===== src/rtl/miner_feeder_pkg.sv =====
`default_nettype none
// ============================================================================
// Module : miner_feeder_pkg
// Brief  : Shared widths, FSM state encoding and queue record types for the
//          miner work feeder.
// Rev    : 1.0  initial release
// ============================================================================
package miner_feeder_pkg;

  localparam int MIDSTATE_W = 256;
  localparam int DATA_W     = 96;
  localparam int NONCE_W    = 32;
  localparam int TAG_W      = 8;

  typedef enum logic [1:0] {
    IDLE = 2'd0,
    LOAD = 2'd1,
    MINE = 2'd2
  } state_t;

  typedef struct packed {
    logic [MIDSTATE_W-1:0] midstate;
    logic [DATA_W-1:0]     data;
  } work_t;

  typedef struct packed {
    logic [NONCE_W-1:0] nonce;
    logic [TAG_W-1:0]   tag;
    logic               exhausted;
  } result_t;

  function automatic logic [7:0] sat_inc8(input logic [7:0] v);
    return (v == 8'hFF) ? v : v + 8'd1;
  endfunction

endpackage
`default_nettype wire


===== src/rtl/miner_work_feeder_fifo.sv =====
`default_nettype none
// ============================================================================
// Module : feeder_fifo
// Brief  : Synchronous FIFO, registered storage, full/empty flags, clear.
// Rev    : 1.0  initial release
// ============================================================================
module feeder_fifo #(
  parameter int WIDTH = 8,
  parameter int DEPTH = 4
) (
  input  logic             clk,
  input  logic             rst_n,
  input  logic             clear,
  input  logic             push,
  input  logic [WIDTH-1:0] din,
  input  logic             pop,
  output logic [WIDTH-1:0] dout,
  output logic             full,
  output logic             empty
);

  localparam int              c_aw       = $clog2(DEPTH);
  localparam logic [c_aw:0]   c_full_cnt = (c_aw+1)'(DEPTH);

  logic [WIDTH-1:0] r_mem [DEPTH];
  logic [c_aw-1:0]  r_wr_ptr;
  logic [c_aw-1:0]  r_rd_ptr;
  logic [c_aw:0]    r_count;
  logic             w_do_push;
  logic             w_do_pop;

  assign empty = (r_count == '0);
  assign full  = (r_count == c_full_cnt);
  assign dout  = r_mem[r_rd_ptr];

  // A full queue still accepts a push when the head leaves in the same cycle.
  assign w_do_pop  = pop && !empty;
  assign w_do_push = push && (!full || w_do_pop);

  always_ff @(posedge clk or negedge rst_n) begin
    if (!rst_n) begin
      r_wr_ptr <= '0;
      r_rd_ptr <= '0;
      r_count  <= '0;
      for (int i = 0; i < DEPTH; i++) begin
        r_mem[i] <= '0;
      end
    end else if (clear) begin
      r_wr_ptr <= '0;
      r_rd_ptr <= '0;
      r_count  <= '0;
    end else begin
      if (w_do_push) begin
        r_mem[r_wr_ptr] <= din;
        r_wr_ptr        <= r_wr_ptr + 1'b1;
      end
      if (w_do_pop) begin
        r_rd_ptr <= r_rd_ptr + 1'b1;
      end
      if (w_do_push && !w_do_pop) begin
        r_count <= r_count + 1'b1;
      end else if (!w_do_push && w_do_pop) begin
        r_count <= r_count - 1'b1;
      end
    end
  end

endmodule
`default_nettype wire


===== src/rtl/miner_work_feeder.sv =====
`default_nettype none
// ============================================================================
// Module : miner_work_feeder
// Brief  : Queues host work, loads it into the miner one unit at a time and
//          collects golden-nonce / exhausted reports for the host.
//          MINER_FEEDER_STATS_EN adds n_loaded / n_found counters.
// Rev    : 1.0  initial release
// ============================================================================
module miner_work_feeder
  import miner_feeder_pkg::*;
#(
  parameter int WORK_DEPTH = 4,
  parameter int RES_DEPTH  = 4
) (
  input  logic                  clk,
  input  logic                  rst_n,
  input  logic                  flush,
  input  logic                  w_valid,
  output logic                  w_ready,
  input  logic [MIDSTATE_W-1:0] w_midstate,
  input  logic [DATA_W-1:0]     w_data,
  output logic                  m_load,
  output logic [MIDSTATE_W-1:0] m_midstate,
  output logic [DATA_W-1:0]     m_data,
  output logic [TAG_W-1:0]      m_tag,
  input  logic                  m_found,
  input  logic [NONCE_W-1:0]    m_nonce,
  input  logic                  m_wrap,
  output logic                  r_valid,
  input  logic                  r_ready,
  output logic [NONCE_W-1:0]    r_nonce,
  output logic [TAG_W-1:0]      r_tag,
  output logic                  r_exhausted,
`ifdef MINER_FEEDER_STATS_EN
  output logic [31:0]           n_loaded,
  output logic [31:0]           n_found,
`endif
  output logic [7:0]            r_overflow
);

  state_t                r_state;
  state_t                w_next;
  logic [MIDSTATE_W-1:0] r_midstate;
  logic [DATA_W-1:0]     r_data;
  logic [TAG_W-1:0]      r_cur_tag;
  logic [TAG_W-1:0]      r_tag_cnt;
  logic [7:0]            r_ovf;

  work_t   w_wq_dout;
  work_t   w_wq_din;
  work_t   w_src;
  logic    w_wq_full;
  logic    w_wq_empty;
  logic    w_wq_push;
  logic    w_wq_pop;
  result_t w_rq_dout;
  result_t w_rq_din;
  logic    w_rq_full;
  logic    w_rq_empty;
  logic    w_rq_push;
  logic    w_rq_pop;

  logic    w_accept;
  logic    w_work_avail;
  logic    w_report;
  logic    w_take;
  logic    w_drop;

  assign w_accept     = w_valid && !w_wq_full;
  assign w_work_avail = !w_wq_empty || w_accept;
  assign w_wq_din     = '{midstate: w_midstate, data: w_data};

  always_comb begin
    w_next = r_state;
    unique case (r_state)
      IDLE: if (w_work_avail) w_next = LOAD;
      LOAD: w_next = MINE;
      MINE: if (m_found || m_wrap) w_next = w_work_avail ? LOAD : IDLE;
      default: w_next = IDLE;
    endcase
    if (flush) begin
      w_next = IDLE;
    end
  end

  // Work arriving while the queue is empty bypasses it straight into the
  // miner registers so that LOAD follows the accepting edge directly.
  assign w_take    = (w_next == LOAD);
  assign w_wq_pop  = w_take && !w_wq_empty;
  assign w_wq_push = w_accept && !flush && !(w_take && w_wq_empty);
  assign w_src     = w_wq_empty ? w_wq_din : w_wq_dout;

  assign w_report  = (r_state == MINE) && (m_found || m_wrap) && !flush;
  assign w_rq_din  = '{nonce:     m_found ? m_nonce : '0,
                       tag:       r_cur_tag,
                       exhausted: !m_found};
  assign w_rq_pop  = r_ready && !w_rq_empty;
  assign w_rq_push = w_report && (!w_rq_full || w_rq_pop);
  assign w_drop    = w_report && w_rq_full && !w_rq_pop;

  always_ff @(posedge clk or negedge rst_n) begin
    if (!rst_n) begin
      r_state <= IDLE;
    end else begin
      r_state <= w_next;
    end
  end

  always_ff @(posedge clk or negedge rst_n) begin
    if (!rst_n) begin
      r_midstate <= '0;
      r_data     <= '0;
      r_cur_tag  <= '0;
      r_tag_cnt  <= '0;
      r_ovf      <= '0;
    end else begin
      if (w_take) begin
        r_midstate <= w_src.midstate;
        r_data     <= w_src.data;
        r_cur_tag  <= r_tag_cnt;
        r_tag_cnt  <= r_tag_cnt + 1'b1;
      end
      if (w_drop) begin
        r_ovf <= sat_inc8(r_ovf);
      end
    end
  end

`ifdef MINER_FEEDER_STATS_EN
  logic [31:0] r_n_loaded;
  logic [31:0] r_n_found;

  always_ff @(posedge clk or negedge rst_n) begin
    if (!rst_n) begin
      r_n_loaded <= '0;
      r_n_found  <= '0;
    end else begin
      if (w_take) begin
        r_n_loaded <= r_n_loaded + 1'b1;
      end
      if (w_rq_push && m_found) begin
        r_n_found <= r_n_found + 1'b1;
      end
    end
  end

  assign n_loaded = r_n_loaded;
  assign n_found  = r_n_found;
`endif

  feeder_fifo #(
    .WIDTH ($bits(work_t)),
    .DEPTH (WORK_DEPTH)
  ) u_work_q (
    .clk   (clk),
    .rst_n (rst_n),
    .clear (flush),
    .push  (w_wq_push),
    .din   (w_wq_din),
    .pop   (w_wq_pop),
    .dout  (w_wq_dout),
    .full  (w_wq_full),
    .empty (w_wq_empty)
  );

  feeder_fifo #(
    .WIDTH ($bits(result_t)),
    .DEPTH (RES_DEPTH)
  ) u_res_q (
    .clk   (clk),
    .rst_n (rst_n),
    .clear (1'b0),
    .push  (w_rq_push),
    .din   (w_rq_din),
    .pop   (w_rq_pop),
    .dout  (w_rq_dout),
    .full  (w_rq_full),
    .empty (w_rq_empty)
  );

  assign w_ready     = !w_wq_full;
  assign m_load      = (r_state == LOAD);
  assign m_midstate  = r_midstate;
  assign m_data      = r_data;
  assign m_tag       = r_cur_tag;
  assign r_valid     = !w_rq_empty;
  assign r_nonce     = w_rq_dout.nonce;
  assign r_tag       = w_rq_dout.tag;
  assign r_exhausted = w_rq_dout.exhausted;
  assign r_overflow  = r_ovf;

endmodule
`default_nettype wire

===== config.mk =====
export PLATFORM = sky130hd
export DESIGN_NAME = miner_work_feeder
export DESIGN_NICKNAME = d
export VERILOG_FILES = /design/src/rtl/miner_feeder_pkg.sv /design/src/rtl/miner_work_feeder_fifo.sv /design/src/rtl/miner_work_feeder.sv
export SDC_FILE = /design/constraint.sdc
export NUM_CORES = 2
export LEC_CHECK = 0
export BUFFER_PORTS_ARGS = -buffer_cell sky130_fd_sc_hd__buf_2
export CORE_ASPECT_RATIO = 0.7
export CORE_MARGIN = 10
export CORE_UTILIZATION = 40
export CTS_CLUSTER_SIZE = 24
export DETAILED_ROUTE_END_ITERATION = 12
export SLEW_MARGIN = 20
export SYNTH_ARGS = -nofsm -noshare
export SYNTH_HDL_FRONTEND = slang
export SYNTH_SLANG_ARGS = --single-unit
export TNS_END_PERCENT = 30

===== constraint.sdc =====
create_clock -name clk -period 6.1 [get_ports clk]
set_clock_uncertainty 0.05 [all_clocks]
set_input_delay 1.22 -clock clk [delete_from_list [all_inputs] [get_ports clk]]
set_output_delay 1.22 -clock clk [all_outputs]
set_load 0.01 [all_outputs]

---- Yosys cells after proc, flatten, opt, wreduce, memory -nomap -nowiden ----
Cells that the tools add are included.
W data, S select, Z words.
word-level totals
  bits in registers ....................... 1964
  input bits .............................. 391
  output and inout bits ................... 412
cells by class
  $add $sub $neg .......................... 10
  reductions and logical operators ........ 47
  bitwise operators ....................... 6
  eq/ne operators ......................... 6
  mux-type cells .......................... 28
  $lt $le $gt $ge ......................... 6
operator list
  kind                   number
  $bwmux W1408           1
  $mux W352              4
  $bmux W352 S2          1
  $demux W352 S2         1
  $bwmux W164            1
  $mux W41               3
  $bmux W41 S2           1
  $demux W41 S2          1
  $mux W32               1
  $logic_and A1 B1 Y1    21
  $add A8 B1 Y8 const B  2
  $mux W3                5
  $mux W2                7
  $ge A3 B3 Y1 const B   4
  $logic_not A1 Y1       12
  $not A2 Y3             4
  $add A2 B1 Y2 const B  4
  $eq A8 B8 Y1 const B   1
  $add A3 B1 Y3 const B  2
  $eq A3 B3 Y1 const B   2
  $logic_not A3 Y1       2
  $lt A3 B1 Y1 const B   2
  $pmux W2 S3            1
  $reduce_bool A2 Y1     3
  9 further kinds        17

---- Longest topological paths before layout ----
  word-level depth ........................ 18
  mapped depth ............................ 11
  depth with buffers taken out ............ 9

---- Cells and area by module ----
A second synthesis with hierarchy kept.
unflattened totals
  cells, all modules ...................... 5614
  area, all modules ....................... 89727.3 µm²
by module, submodules not included
  module                   times used  area an instance (µm²)  cells each
  feeder_fifo at u_work_q  1           64658.3                 3468
  miner_work_feeder        1           17386.7                 1683
  feeder_fifo at u_res_q   1           7682.4                  463

---- Worst setup path before layout ----
Ideal clock, no wire load.
  path type ............................... input-to-reg
  start ................................... in flush
  end ..................................... reg u_work_q.r_count[2]
  setup slack ............................. 2.574 ns
  data required time ...................... 5.925 ns
  arrival ................................. 3.351 ns
  stages .................................. 11
  cells stage by stage .................... clkbuf_1 -> nor2_1 -> o211a_1 -> buf_2 -> clkbuf_1 -> nor2_1 -> fa_1 -> nand2b_1 -> a21oi_1 -> a211oi_1 -> a2111oi_0
on the way
  longest elaborated chain between the ends .. 9
  elaborated cells between the ends (all ways) .. 18
  those cells by class .................... eq/ne (1); mux (3); reduce/logical (14)
ends and longest elaborated chain
  what                                                       line                                                        source
  from (decl)                                                miner_work_feeder.sv:17                                     input logic flush,
  $mux W2 (*)                                                miner_work_feeder.sv:81                                     if (flush) begin
  net w_next[0]                                              miner_work_feeder.sv:42                                     state_t w_next;
  $eq A2 B1 Y1 (*)                                           miner_work_feeder.sv:88                                     assign w_take = (w_next == LOAD);
  $logic_and A1 B1 Y1, on equally long branches              miner_work_feeder.sv:90, miner_work_feeder.sv:89
  $logic_not A1 Y1 or $logic_and A1 B1 Y1 (tied branches)    miner_work_feeder.sv:90, miner_work_feeder_fifo.sv:37
  $logic_and A1 B1 Y1 or $logic_or A1 B1 Y1 (tied branches)  miner_work_feeder.sv:90, miner_work_feeder_fifo.sv:38
  $logic_and A1 B1 Y1                                        miner_work_feeder_fifo.sv:38                                assign w_do_push = push && (!full || w_do_pop);
  $logic_and A1 B1 Y1 or $logic_not A1 Y1 (tied branches)    miner_work_feeder_fifo.sv:60, miner_work_feeder_fifo.sv:62
  $mux W3 or $logic_and A1 B1 Y1 (tied branches)             miner_work_feeder_fifo.sv:60, miner_work_feeder_fifo.sv:62
  $mux W3 or $reduce_bool A3 Y1 (tied branches)              -
  to (signal assigned)                                       miner_work_feeder_fifo.sv:61                                r_count <= r_count + 1'b1;
  to (signal assigned)                                       miner_work_feeder_fifo.sv:63                                r_count <= r_count - 1'b1;
  to (decl)                                                  miner_work_feeder_fifo.sv:28                                logic [c_aw:0] r_count;
The timed path passes the listed nets; every way through them passes the cells marked *.
A chain may end at the register's enable or synchronous reset.

---- Worst setup path after layout ----
  start ................................... reg u_res_q.r_rd_ptr[0]
  end ..................................... out r_nonce[16]
on the way
  longest elaborated chain between the ends .. 4
ends and longest elaborated chain
  what                                         line                          source
  from (decl)                                  miner_work_feeder_fifo.sv:27  logic [c_aw-1:0] r_rd_ptr;
  from (signal assigned)                       miner_work_feeder_fifo.sv:58  r_rd_ptr <= r_rd_ptr + 1'b1;
  $not A2 Y3 (implied by the code)             miner_work_feeder_fifo.sv:34  assign dout = r_mem[r_rd_ptr];
  $bmux W41 S2                                 miner_work_feeder_fifo.sv:34
  $mux W41 (implied by the code) (2 in a row)  miner_work_feeder_fifo.sv:34
  to (decl)                                    miner_work_feeder.sv:31       output logic [NONCE_W-1:0] r_nonce,
Every way passes these cells. The select of a mux whose other input is x is not followed.

==> flow_summary.toml <==
[drt]
firstDrtPassIters = 5
drc = 0
drtIter0Drc = 3529
antenna_left = 0
vias = 52300
avgViaCountPerCell = 5.49
drt-total-wl_mm = 240
routedWlPerCell_um = 25.2

[power_and_ir_drop]
power_frac_comb = 0.357
p_total_mw = 52.2
peakVddDrop_v = 0.000479
power.leakage_nw = 47.8
swShare = 0.329
p_switching_mw = 17.2
p_int_mw = 35.0
clkPwrFrac = 0.238
powerDensity_nw_per_um2 = 518
p_seq_frac = 0.405

[logic_synthesis]
netlist_instances = 5746
synth.cell_area_sq_um = 88600
yosys_warnings = 0
synth_top_area_frac = 0.555
yosysSeqAreaShare = 0.555
synthFlopType = "dfrtp_1"
synthArstFlopShare = 1.00
synth_edf_count = 0
syn_nets = 6150
synth.ff_latch_count = 1964
yosysTopAreaCell = "dfrtp_1"
synth.distinct_cells = 48
postSynthAreaPerCell_sq_um = 15.4
ys_top_cells_by_area = "dfrtp_1 55%, mux2_4 14%, mux4_2 10%"

[placed_design]
numPortBuffers = 802
hpwlAfterDp_mm = 149
gp_congestion = 0.771
placed_cells = 9145

[clock_network]
insertion_delay_ns = 0.81
clockBufferDepth = 4
cts-buffers-inserted = 200
post_cts_buffers = 0
clk_pin_slew_worst_paths_ns = 0.07
cts_sinks = 1964
h-tree-depth = 4
cts-hold-fix-buffers = 0
cts_resized = 0
cts_tree = "built"
root_buffer = "clkbuf_16"

[timing]
holdWs_ns = 0.417
fmax_mhz = 242
rsz0062_at_grt = "false"
setup_tns_ns = 0
finalCritPeriodShare = 0.679
period_minus_slack_ns = 4.14
worst_pin_slew_ns = 1.07
finalSetupViolations = 0
hold_viol = 0
slew_violations = 0
slew-limit-headroom = 0.286

[critical_path]
crit_required_ns = 4.83
worst-path-buf-inv = 2
crit_arrival_ns = 2.87
path_cells = "buf_4 -> mux4_2 -> buf_2"
critical_path_class = "flip-flop to primary output"
worst_setup_path_end_kind = "primary output"
cpLargestDelayFamily = "flip-flops"
cpPeakStageDelay_ns = 0.85
crit_fanout = 28
cp_slowest_cell = "dfrtp_4"
start_kind = "flip-flop"

[global_route]
grt_pass1_wl_mm = 368
grt_max_degree = 186
track_usage = 0.194
antenna_found_initial = 101
overflow = 0
grt_pass1_vias = 55400

[floorplanning]
initial_core_util = 0.402
io-pin-count = 803
die-area_sq_um = 241000
coreArea_sq_um = 220000
floorplan.rows = 144
dieWidth_um = 583
die_h_um = 414

[final_layout]
area_growth_pct = 13.8
final_common_cell = "dfrtp_1"
fin_cells = 9529
final_cell_mix = "1961 x dfrtp_1, 801 x buf_2, 800 x mux2_4, 393 x mux4_2, 366 x nor2_1"
finalNetCount = 6831
drive_gt1_frac = 0.422

[flow_run]
maxCapViolations = 0

[run_status]
status = "finished clean"

[worst_hold_path]
hp-class = "input pin to async pin"
[worst reg2reg max path, delay by kind of cell, from the launching register on]
family / cells / cell delay, ns
AOI/OAI and AO/OA: 1 / 0.73
buffers and inverters: 1 / 0.60
DFF: 1 / 0.37
muxes: 1 / 0.37
and+or+nand+nor: 2 / 1.11
[stage by stage]
| step | worst slack, ns | utilization | cell area (sq um) |
|---|---|---|---|
| finish | 1.96 | 0.458 | 101000 |
| global route | 1.76 | 0.458 | 101000 |
| CTS | 1.55 | 0.458 | 101000 |
| detailed placement | 1.34 | 0.428 | 94200 |
| global placement | 1.39 | 0.428 | 94200 |
| floorplan | 2.57 | - | 88600 |
[area by class of cell]
type	count	area, sq um
Clock buffer	298	5880
Sequential cell	1964	49200
Inverter	10	37.5
Clock inverter	56	684
Fill cell	19300	119000
Antenna cell	30	75.1
Multi-Input combinational cell	3322	35800
Timing Repair Buffer	929	5580
Tap cell	2920	3650
[flip-flops by register name, summed over array words and instances (netlist names)]
register and count:
u_work_q.r_mem 1408, m_midstate 256, u_res_q.r_mem 164, m_data 96, m_tag 8, r_overflow 8, r_tag_cnt 8, u_res_q.r_count 3
u_work_q.r_count 3, r_state 2, u_res_q.r_rd_ptr 2, u_res_q.r_wr_ptr 2, u_work_q.r_rd_ptr 2, u_work_q.r_wr_ptr 2
[synth_stat cells (5+ instances only)]
| library cell | count |
|---|---|
| buf_6 | 34 |
| xor2_1 | 10 |
| mux2_4 | 800 |
| a21oi_1 | 356 |
| mux2_1 | 320 |
| nor2_1 | 367 |
| buf_2 | 73 |
| mux4_2 | 393 |
| buf_1 | 32 |
| xnor2_1 | 12 |
| o22ai_1 | 352 |
| nand4_1 | 12 |
| clkbuf_1 | 183 |
| o21ai_0 | 135 |
| nand2_1 | 172 |
| nand3_1 | 5 |
| dfrtp_1 | 1964 |
| buf_12 | 92 |
| ha_1 | 11 |
| inv_1 | 10 |
| buf_4 | 36 |
| mux2_2 | 334 |
[per-layer routing]
metal / global-route usage / routed length, um / vias to the layer above / share of wire
li1: - / - / 22500 / -
met4: 0.0499 / 6170 / 90 / 0.026
met5: 0 / 589 / - / 0.0025
met1: 0.273 / 109000 / 28000 / 0.45
met3: 0.0462 / 13700 / 442 / 0.057
met2: 0.302 / 111000 / 1218 / 0.46
[logic make-up after synthesis]
family          share of synthesized area
mux                                 0.319
simple gates                       0.0271
fa+ha+maj                         0.00201
xor+xnor                          0.00217
buf+inv                            0.0418
compound gates                     0.0535
flops                               0.555
[power by group through the flow]
stage / Sequential, mW / Combinational [mW] / Clock [mW]
global route: 21.7 / 20.2 / 13.3
global placement: 21.1 / 18.5 / 0
detailed placement: 21.2 / 18.9 / 0
CTS: 21.1 / 18.9 / 12.7
finish: 21.2 / 18.6 / 12.4
floorplan: 20.6 / 13.2 / 0
[worst paths after layout]
kind | startpoint | to | slack (ns) | cells past startpoint
setup / recovery | u_res_q.r_rd_ptr[0]$_DFFE_PN0P_ | r_nonce[16] | 1.96 | 3
max in group asynchronous | rst_n | u_work_q.r_mem[333]$_DFFE_PN0P_ | 3.97 | 2
hold reg to reg | r_tag_cnt[7]$_DFFE_PN0N_ | r_tag_cnt[7]$_DFFE_PN0N_ | 0.42 | 1
min in group clk | r_tag_cnt[7]$_DFFE_PN0N_ | r_tag_cnt[7]$_DFFE_PN0N_ | 0.42 | 1
setup reg to reg | r_state[1]$_DFF_PN0_ | u_work_q.r_mem[147]$_DFFE_PN0P_ | 2.80 | 5
hold / removal | rst_n | u_work_q.r_mem[766]$_DFFE_PN0P_ | 0.42 | 1
Power figures use the tool's default switching activity.
